<file path="config.mk">
export PLATFORM = sky130hd
export DESIGN_NAME = tcm_sequencer
export DESIGN_NICKNAME = d
export VERILOG_FILES = /design/src/rtl/tcm_pkg.sv /design/src/rtl/tcm_decode.sv /design/src/rtl/tcm_sequencer.sv
export SDC_FILE = /design/constraint.sdc
export NUM_CORES = 1
export LEC_CHECK = 0
export BUFFER_PORTS_ARGS = -buffer_cell sky130_fd_sc_hd__buf_2
export CAP_MARGIN = 20
export CORE_MARGIN = 5
export CORE_UTILIZATION = 50
export CTS_CLUSTER_SIZE = 16
export DETAILED_ROUTE_END_ITERATION = 16
export MAX_ROUTING_LAYER = met4
export PLACE_DENSITY = 0.76
export SLEW_MARGIN = 30
export SYNTH_ARGS = -nofsm -noshare
export SYNTH_HDL_FRONTEND = slang
export SYNTH_SLANG_ARGS = --single-unit
</file>
<file path="constraint.sdc">
create_clock -name clk -period 4.1 [get_ports clk]
set_input_delay 0.41 -clock clk [delete_from_list [all_inputs] [get_ports clk]]
set_output_delay 0.41 -clock clk [all_outputs]
set_load 0.01 [all_outputs]
</file>
<file path="src/rtl/tcm_pkg.sv">
// Shared definitions for the two-counter machine sequencer: ALU opcodes,
// instruction set opcodes, instruction field positions and FSM states.
package tcm_pkg;

  // Opcodes understood by the shared external 8-bit ALU
  localparam logic [2:0] ALU_ZERO  = 3'b000;
  localparam logic [2:0] ALU_INC   = 3'b001;
  localparam logic [2:0] ALU_DEC   = 3'b010;
  localparam logic [2:0] ALU_PASSA = 3'b011;
  localparam logic [2:0] ALU_PASSB = 3'b100;
  localparam logic [2:0] ALU_SUB   = 3'b101;

  // Instruction opcodes (110 and 111 are illegal and behave as NOP)
  localparam logic [2:0] OP_NOP   = 3'b000;
  localparam logic [2:0] OP_INC   = 3'b001;
  localparam logic [2:0] OP_JZDEC = 3'b010;
  localparam logic [2:0] OP_CLR   = 3'b011;
  localparam logic [2:0] OP_JMP   = 3'b100;
  localparam logic [2:0] OP_HALT  = 3'b101;

  // Instruction field positions; the jump target occupies [PC_W-1:0]
  localparam int INSTR_W = 16;
  localparam int OP_HI   = 15;
  localparam int OP_LO   = 13;
  localparam int REG_BIT = 12;

  typedef enum logic [2:0] {
    ST_IDLE  = 3'd0,
    ST_FETCH = 3'd1,
    ST_WAIT  = 3'd2,
    ST_EXEC  = 3'd3,
    ST_DONE  = 3'd4
  } state_e;

  function automatic logic is_illegal_op(input logic [2:0] op);
    return op[2] & op[1];
  endfunction

endpackage

</file>
<file path="src/rtl/tcm_decode.sv">
// Combinational instruction decoder: splits the latched instruction into
// opcode, register select and jump target, and flags HALT / illegal opcodes.
module tcm_decode
  import tcm_pkg::*;
#(
  parameter int PC_W = 8
) (
  input  logic [INSTR_W-1:0] instr,
  output logic [2:0]         op,
  output logic               r,
  output logic [PC_W-1:0]    target,
  output logic               is_halt,
  output logic               is_illegal
);

  // Field extraction; bits between the register bit and the target are don't-care
  always_comb begin
    op         = instr[OP_HI:OP_LO];
    r          = instr[REG_BIT];
    target     = instr[PC_W-1:0];
    is_halt    = (instr[OP_HI:OP_LO] == OP_HALT);
    is_illegal = is_illegal_op(instr[OP_HI:OP_LO]);
  end

  if (PC_W < REG_BIT) begin : g_unused_bits
    logic unused_hi;
    assign unused_hi = ^instr[REG_BIT-1:PC_W];
  end

endmodule

</file>
<file path="src/rtl/tcm_sequencer.sv">
// Two-counter machine sequencer. Fetches 16-bit instructions from an external
// memory with one cycle of read latency, drives the shared external ALU to
// update counters A/B, and stops on HALT or after MAX_STEPS executed
// instructions. Every instruction takes FETCH, WAIT and EXEC (3 cycles).
//
//   state    | meaning
//   ST_IDLE  | waiting for start; counters and flags hold last results
//   ST_FETCH | read strobe high, address = PC
//   ST_WAIT  | memory data arrives, captured into the instruction register
//   ST_EXEC  | ALU result written back, PC and step count advance
//   ST_DONE  | one-cycle done pulse, then back to idle
module tcm_sequencer
  import tcm_pkg::*;
#(
  parameter int PC_W      = 8,
  parameter int MAX_STEPS = 1024
) (
  input  logic               clk,
  input  logic               rst,
  input  logic               start,
  input  logic [7:0]         init_a,
  input  logic [7:0]         init_b,
  output logic               busy,
  output logic               done,
  output logic               timeout,
  output logic               overflow,
  output logic [7:0]         result_a,
  output logic [7:0]         result_b,
  output logic               imem_rd_en,
  output logic [PC_W-1:0]    imem_addr,
  input  logic [INSTR_W-1:0] imem_data,
  output logic [7:0]         alu_a,
  output logic [7:0]         alu_b,
  output logic [2:0]         alu_op,
  input  logic [7:0]         alu_result
);

  localparam logic [15:0] STEP_LIMIT = 16'(MAX_STEPS);

  state_e               state_q, state_d;
  logic [PC_W-1:0]      pc_q, pc_d;
  logic [7:0]           cnt_a_q, cnt_a_d;
  logic [7:0]           cnt_b_q, cnt_b_d;
  logic [15:0]          steps_q, steps_d;
  logic [INSTR_W-1:0]   instr_q, instr_d;
  logic                 busy_q, busy_d;
  logic                 done_q, done_d;
  logic                 timeout_q, timeout_d;
  logic                 overflow_q, overflow_d;
  logic                 rd_en_q, rd_en_d;

  logic [2:0]           dec_op;
  logic                 dec_r;
  logic [PC_W-1:0]      dec_target;
  logic                 dec_halt;
  logic                 dec_illegal;

  logic [7:0]           sel_cnt;
  logic [2:0]           alu_op_c;
  logic                 wr_en;
  logic [15:0]          steps_inc;

  tcm_decode #(
    .PC_W(PC_W)
  ) u_decode (
    .instr      (instr_q),
    .op         (dec_op),
    .r          (dec_r),
    .target     (dec_target),
    .is_halt    (dec_halt),
    .is_illegal (dec_illegal)
  );

  assign sel_cnt   = dec_r ? cnt_b_q : cnt_a_q;
  assign steps_inc = steps_q + 16'd1;

  // ALU opcode and counter write enable for the instruction being executed;
  // the JZDEC zero test looks at the counter itself, so DEC never underflows
  always_comb begin
    alu_op_c = ALU_PASSA;
    wr_en    = 1'b0;
    if (state_q == ST_EXEC && !dec_illegal) begin
      case (dec_op)
        OP_INC: begin
          alu_op_c = ALU_INC;
          wr_en    = 1'b1;
        end
        OP_JZDEC: begin
          if (sel_cnt != 8'd0) begin
            alu_op_c = ALU_DEC;
            wr_en    = 1'b1;
          end
        end
        OP_CLR: begin
          alu_op_c = ALU_ZERO;
          wr_en    = 1'b1;
        end
        default: ;
      endcase
    end
  end

  // Next-state and next-register computation for the sequencing FSM
  always_comb begin
    state_d    = state_q;
    pc_d       = pc_q;
    cnt_a_d    = cnt_a_q;
    cnt_b_d    = cnt_b_q;
    steps_d    = steps_q;
    instr_d    = instr_q;
    busy_d     = busy_q;
    done_d     = 1'b0;
    timeout_d  = timeout_q;
    overflow_d = overflow_q;
    case (state_q)
      ST_IDLE: begin
        if (start) begin
          state_d    = ST_FETCH;
          cnt_a_d    = init_a;
          cnt_b_d    = init_b;
          pc_d       = '0;
          steps_d    = '0;
          timeout_d  = 1'b0;
          overflow_d = 1'b0;
          busy_d     = 1'b1;
        end
      end
      ST_FETCH: state_d = ST_WAIT;
      ST_WAIT: begin
        instr_d = imem_data;
        state_d = ST_EXEC;
      end
      ST_EXEC: begin
        steps_d = steps_inc;
        pc_d    = pc_q + 1'b1;
        if (wr_en) begin
          if (dec_r) cnt_b_d = alu_result;
          else       cnt_a_d = alu_result;
        end
        if (dec_op == OP_INC && sel_cnt == 8'hFF) overflow_d = 1'b1;
        if (dec_op == OP_JMP || (dec_op == OP_JZDEC && sel_cnt == 8'd0)) pc_d = dec_target;
        if (dec_halt) begin
          state_d = ST_DONE;
          busy_d  = 1'b0;
          done_d  = 1'b1;
        end else if (steps_inc == STEP_LIMIT) begin
          state_d   = ST_DONE;
          busy_d    = 1'b0;
          done_d    = 1'b1;
          timeout_d = 1'b1;
        end else begin
          state_d = ST_FETCH;
        end
      end
      ST_DONE: state_d = ST_IDLE;
      default: state_d = ST_IDLE;
    endcase
    rd_en_d = (state_d == ST_FETCH);
  end

  // State and registered outputs, synchronous reset
  always_ff @(posedge clk) begin
    if (rst) begin
      state_q    <= ST_IDLE;
      pc_q       <= '0;
      cnt_a_q    <= '0;
      cnt_b_q    <= '0;
      steps_q    <= '0;
      instr_q    <= '0;
      busy_q     <= 1'b0;
      done_q     <= 1'b0;
      timeout_q  <= 1'b0;
      overflow_q <= 1'b0;
      rd_en_q    <= 1'b0;
    end else begin
      state_q    <= state_d;
      pc_q       <= pc_d;
      cnt_a_q    <= cnt_a_d;
      cnt_b_q    <= cnt_b_d;
      steps_q    <= steps_d;
      instr_q    <= instr_d;
      busy_q     <= busy_d;
      done_q     <= done_d;
      timeout_q  <= timeout_d;
      overflow_q <= overflow_d;
      rd_en_q    <= rd_en_d;
    end
  end

  assign busy       = busy_q;
  assign done       = done_q;
  assign timeout    = timeout_q;
  assign overflow   = overflow_q;
  assign result_a   = cnt_a_q;
  assign result_b   = cnt_b_q;
  assign imem_rd_en = rd_en_q;
  assign imem_addr  = pc_q;
  assign alu_a      = (state_q == ST_EXEC) ? sel_cnt : cnt_a_q;
  assign alu_b      = cnt_b_q;
  assign alu_op     = alu_op_c;

endmodule

</file>
# Word level (Yosys, flattened, before mapping)
# Index checks and enable logic that the tools add are counted.
[totals] register_bits=64 latch_bits=0 ram_bits=0 romBits=0 in_bits=43 output_inout_bits=48 elab_cells=88 mem_count=0
[classes] add_sub_neg=2 mul=0 div=0 n_lt_le_gt_ge=0 n_eq_ne=19 shifts=0 mux=37 bitwise=2 n_reduce_logical=17
[op_table] op="2-to-1 mux 8 bit" n=10
[op_table] op="case mux 8 bit (2 select lines)" n=3
[op_table] op="case mux 16 bit (2 select lines)" n=1
[op_table] op="adder 16 x 1 -> 16 bit, second input constant" n=1
[op_table] op="== test 16 x 11 -> 1 bit, second input constant" n=1
[op_table] op="2-to-1 mux 16 bit" n=1
[op_table] op="== test 3 x 2 -> 1 bit, second input constant" n=4
[op_table] op="2-to-1 mux 1 bit" n=12
[op_table] op="case mux 3 bit (4 select lines)" n=1
[op_table] op="AND reduction 4 bit" n=3
[op_table] op="inequality test 2 bit, second input constant" n=5
[op_table] op="== test 3 x 1 -> 1 bit, second input constant" n=3
[op_table] op="2-to-1 mux 3 bit" n=3
[op_table] op="adder 8 x 1 -> 8 bit, second input constant" n=1
[op_table] op="== test 8 bit, second input constant" n=1
[op_table] op="logical NOT 8 bit" n=1
[op_table] op="case mux 1 bit (2 select lines)" n=4
[op_table] op="nonzero test 8 bit" n=1
[op_table] op="== test 3 bit, second input constant" n=2
[op_table] op="case mux 2 bit (3 select lines)" n=1
[op_table] op="AND reduction 3 bit" n=2
[op_table] op="inequality test 2 x 1 -> 1 bit, second input constant" n=2
[op_table] op="OR reduction 2 bit" n=2
[op_table] op="logical AND 1 bit" n=3
[op_table] op="other kinds (9)" n=9

# Logic depth before layout (Yosys ltp)
[logic_depth] word_depth=7 ltp_mapped=8 ltp_nobuf=7

# Hierarchy
# Synthesis repeated with hierarchy kept, for this count alone.
[unflattened] hier_cells=453 area_unflattened_um2=3636.0
[modules_own_cells] mod="tcm_sequencer" n_inst=1 cells_per_inst=439 area_per_inst_um2=3529.6
[modules_own_cells] mod="tcm_decode" n_inst=1 cells_per_inst=14 area_per_inst_um2=106.4

# Worst setup path after synthesis
# No wires, ideal clock.
[synth_path] kind="register to output" from="reg state_q[1]" to="out alu_a[0]" arrival_time_ns=1.703 t_required_ns=3.690 slack_ns=1.987 stages_incl_launch_ff=7 path_buffers=2 path_cell_list="dfxtp_1 clkbuf_1 nand2_1 nor2_1 clkbuf_1 nand2_1 mux2_2"
[synth_via] elab_chain_cells=2
[synth_lines] item="from (decl)" line_no="tcm_sequencer.sv:40" source="state_e state_q, state_d;"
[synth_lines] item="from (signal assigned)" line_no="tcm_sequencer.sv:176" source="state_q <= state_d;"
[synth_lines] item="== test 3 x 2 -> 1 bit" line_no="tcm_sequencer.sv:198" source="assign alu_a = (state_q == ST_EXEC) ? sel_cnt : cnt_a_q;"
[synth_lines] item="2-to-1 mux 8 bit" line_no="tcm_sequencer.sv:198"
[synth_lines] item="to (decl)" line_no="tcm_sequencer.sv:32" source="output logic [7:0] alu_a,"
# No other way between the ends.

# Final worst setup path
[layout_path] from="reg steps_q[0]" to="reg state_q[0]"
[layout_via] elab_chain_cells=5
[layout_lines] item="from (decl)" line_no="tcm_sequencer.sv:44" source="logic [15:0] steps_q, steps_d;"
[layout_lines] item="from (signal assigned)" line_no="tcm_sequencer.sv:180" source="steps_q <= steps_d;"
[layout_lines] item="adder 16 x 1 -> 16 bit" line_no="tcm_sequencer.sv:75" source="assign steps_inc = steps_q + 16'd1;"
[layout_lines] item="== test 16 x 11 -> 1 bit" line_no="tcm_sequencer.sv:146" source="end else if (steps_inc == STEP_LIMIT) begin"
[layout_lines] item="2-to-1 mux 3 bit" line_no="tcm_sequencer.sv:146"
[layout_lines] item="2-to-1 mux 3 bit" line_no="tcm_sequencer.sv:142" source="if (dec_halt) begin"
[layout_lines] item="case mux 3 bit (4 select lines)" line_no="tcm_sequencer.sv:115" source="case (state_q)"
# No other way between the ends.
# A chain may end at the register's enable or synchronous reset.

==> results.cfg <==
[run_status]
status = completed

[worst_setup_path]
cpPeakStageDelay_ps = 500
crit_slowest_cell = dfxtp_1
criticalPathCategory = reg -> reg
reg2reg_slack_ps = 1670
cp_top_family = compound AO/OA/AOI/OAI gates
critical_path_arrival_ps = 2640
startpoint_type = flop
worstPathRequired_ps = 4310
end_kind = flop
crit_fanout = 13
cp_cell_sequence = ha_1 -> nand3_2 -> o21a_1 -> a211oi_1 -> o2111ai_1 -> nor3_1 -> o21ai_0
crit_buf_inv = 0

[logic_synthesis]
synth.area.top_cells = dfxtp_1, a21oi_1, nand2_1
synth_warnings = 0
synth_seq_cells = 60
yosysTopAreaCellShare_pct = 36.52
postSynthAreaPerCell_um2 = 7.776
synth_cells = 423
synth_area_leader_cell = dfxtp_1
synth_nets = 469
synth_ff_type = dfxtp_1
yosysSeqAreaShare_pct = 36.52
synthArstFlopShare_pct = 0
synth_cell_types = 57
netlist_area_um2 = 3289
synth-edff-count = 0

[power]
peakVddDrop_mv = 0.2057
cellLeakagePower_nw = 1.566
switching_share_pct = 33.48
power.density_nw_per_um2 = 436.4
power_frac_seq_pct = 43.2
power.total_mw = 1.681
p_sw_uw = 562.8
cellInternalPower_mw = 1.118
pwr-share-clk_pct = 32.6
p_comb_share_pct = 24.2

[grt]
track_usage_pct = 21.12
grt_remaining_overflow = 0
grt_max_degree = 50
antenna_found_initial = 0
grt_pass1_vias = 3110
grt_first_pass_wirelength_mm = 14.37

[layout]
mostFrequentLayoutCell = buf_2
final_cells = 567
areaGrowthSynthToFinish_pct = 17.08
nets = 531
diodes = 0
layout_common_cells = buf_2, dfxtp_1, nand2_1
final_area_um2 = 3851
drive_gt1_share_pct = 24.90
fin_util_pct = 60.31

[clock_network]
htreeDepth = 3
tritoncts = yes
cts_hold_buf = 0
cts.repair.resized = 0
path_clk_slew_ps = 70
clock-sinks = 60
post_cts_buffers = 0
cts_root_buf = clkbuf_8
clock_path_buffers = 2
cts_buffers = 9
clk_latency_ps = 340

[place]
place_hpwl_mm = 5.956
dp_slack_ps = 1742
numPortBuffers = 85
placed_cell_area_um2 = 3649
dp.cells = 551
routabilityCongestion = 0.9070

[floorplanning]
die_h_um = 91.11
fp.dieArea_um2 = 8301
core_area_um2 = 6386
pin_count = 91
die_w_um = 91.11
initial_core_util_pct = 51.51
std_cell_rows = 29

[sta]
slew_violations = 0
finalSetupViolations = 0
timing.hold.ws_ps = 303.3
slew_headroom_pct = 38.98
setup_tns_ps = 0
post-route-period-util_pct = 59.33
finalHoldViolCount = 0
worstMarginPinSlew_ps = 915.4
rsz0062_at_grt = no
timing.final.crit_period_ps = 2433
clock-skew-final_ps = 5.681
fin_ws_ps = 1667
max_freq_mhz = 411.1

[job]
maxCapViolCount = 0

[routing]
drt_iter0_drc = 221
remaining_drc_errors = 0
dr.pass1.iters = 4
vias_per_cell = 5.852
wl_mm = 8.584
wl_per_cell_um = 15.14
ant_nets = 0
num_vias = 3318

[min_path]
hold_path.class = in -> reg
[area by class of cell]
class | count | area, um2
clock buffers | 12 | 155.1
clock inverters | 4 | 47.55
fillers | 571 | 2535
inverters | 4 | 15.01
multi-input cells | 323 | 1896
flip-flops and latches | 60 | 1201
well taps | 77 | 96.34
repair buffers | 87 | 440.4
[layer usage]
layer	up-vias	global-route usage [%]	routed length, um	share of wire [%]
li1	1656	-	-	-
met1	1553	25.94	3809	44
met2	96	33.11	4083	48
met3	13	4.959	544	6.3
met4	0	9.169	146	1.7
met5	-	-	0	0
[kinds of logic (layout without fill, tap and decap cells)]
kind of cell / count (synthesis) / after routing / share of synthesized area, %
flip-flops: 60 / 60 / 36.52
XOR/XNOR: 6 / 6 / 1.598
buffers and inverters: 40 / 107 / 5.857
AO/OA/AOI/OAI: 115 / 115 / 21.87
multiplexers: 11 / 11 / 3.652
other: 1 / 1 / 0.1140
adder cells (fa/ha/maj): 3 / 3 / 1.141
AND/OR/NAND/NOR: 187 / 187 / 29.25
[flip-flops by register name, indices dropped and copies added (netlist names)]
register,cells
state_q,3
busy,1
result_a,8
overflow,1
imem_addr,8
steps_q,16
timeout,1
alu_b,8
instr_q,12
done,1
imem_rd_en,1
[worst register-to-register path, stage by stage (launching register included)]
cell,delay [ps]
dfxtp_1,500
ha_1,320
nand3_2,270
o21a_1,260
a211oi_1,230
o2111ai_1,180
nor3_1,390
o21ai_0,160
[final timing paths]
| check | end | from | depth (start not counted) |
|---|---|---|---|
| worst max register to register | state_q[0] | steps_q[0] | 7 |
| worst min register to register | instr_q[5] | instr_q[5] | 2 |
| worst max-delay path | state_q[0] | steps_q[0] | 7 |
| worst min-delay path | instr_q[5] | imem_data[5] | 3 |
[Yosys cell counts (7+ instances only)]
cell	count
and2_1	9
and3_1	7
a211oi_1	18
buf_2	7
nand3_1	15
buf_4	9
clkbuf_1	18
nand2_1	53
o21ai_0	20
mux2_2	8
dfxtp_1	60
nor3_1	15
nor2_1	47
a21oi_1	47
[power groups by stage]
stage	Combinational, mW	Clock, mW	Sequential, mW
3_5_place_dp	0.410	0	0.738
6_report	0.407	0.547	0.726
5_1_grt	0.459	0.576	0.737
3_3_place_gp	0.403	0	0.733
2_1_floorplan	0.295	0	0.722
4_1_cts	0.411	0.556	0.725
Power figures use the tool's default switching activity.
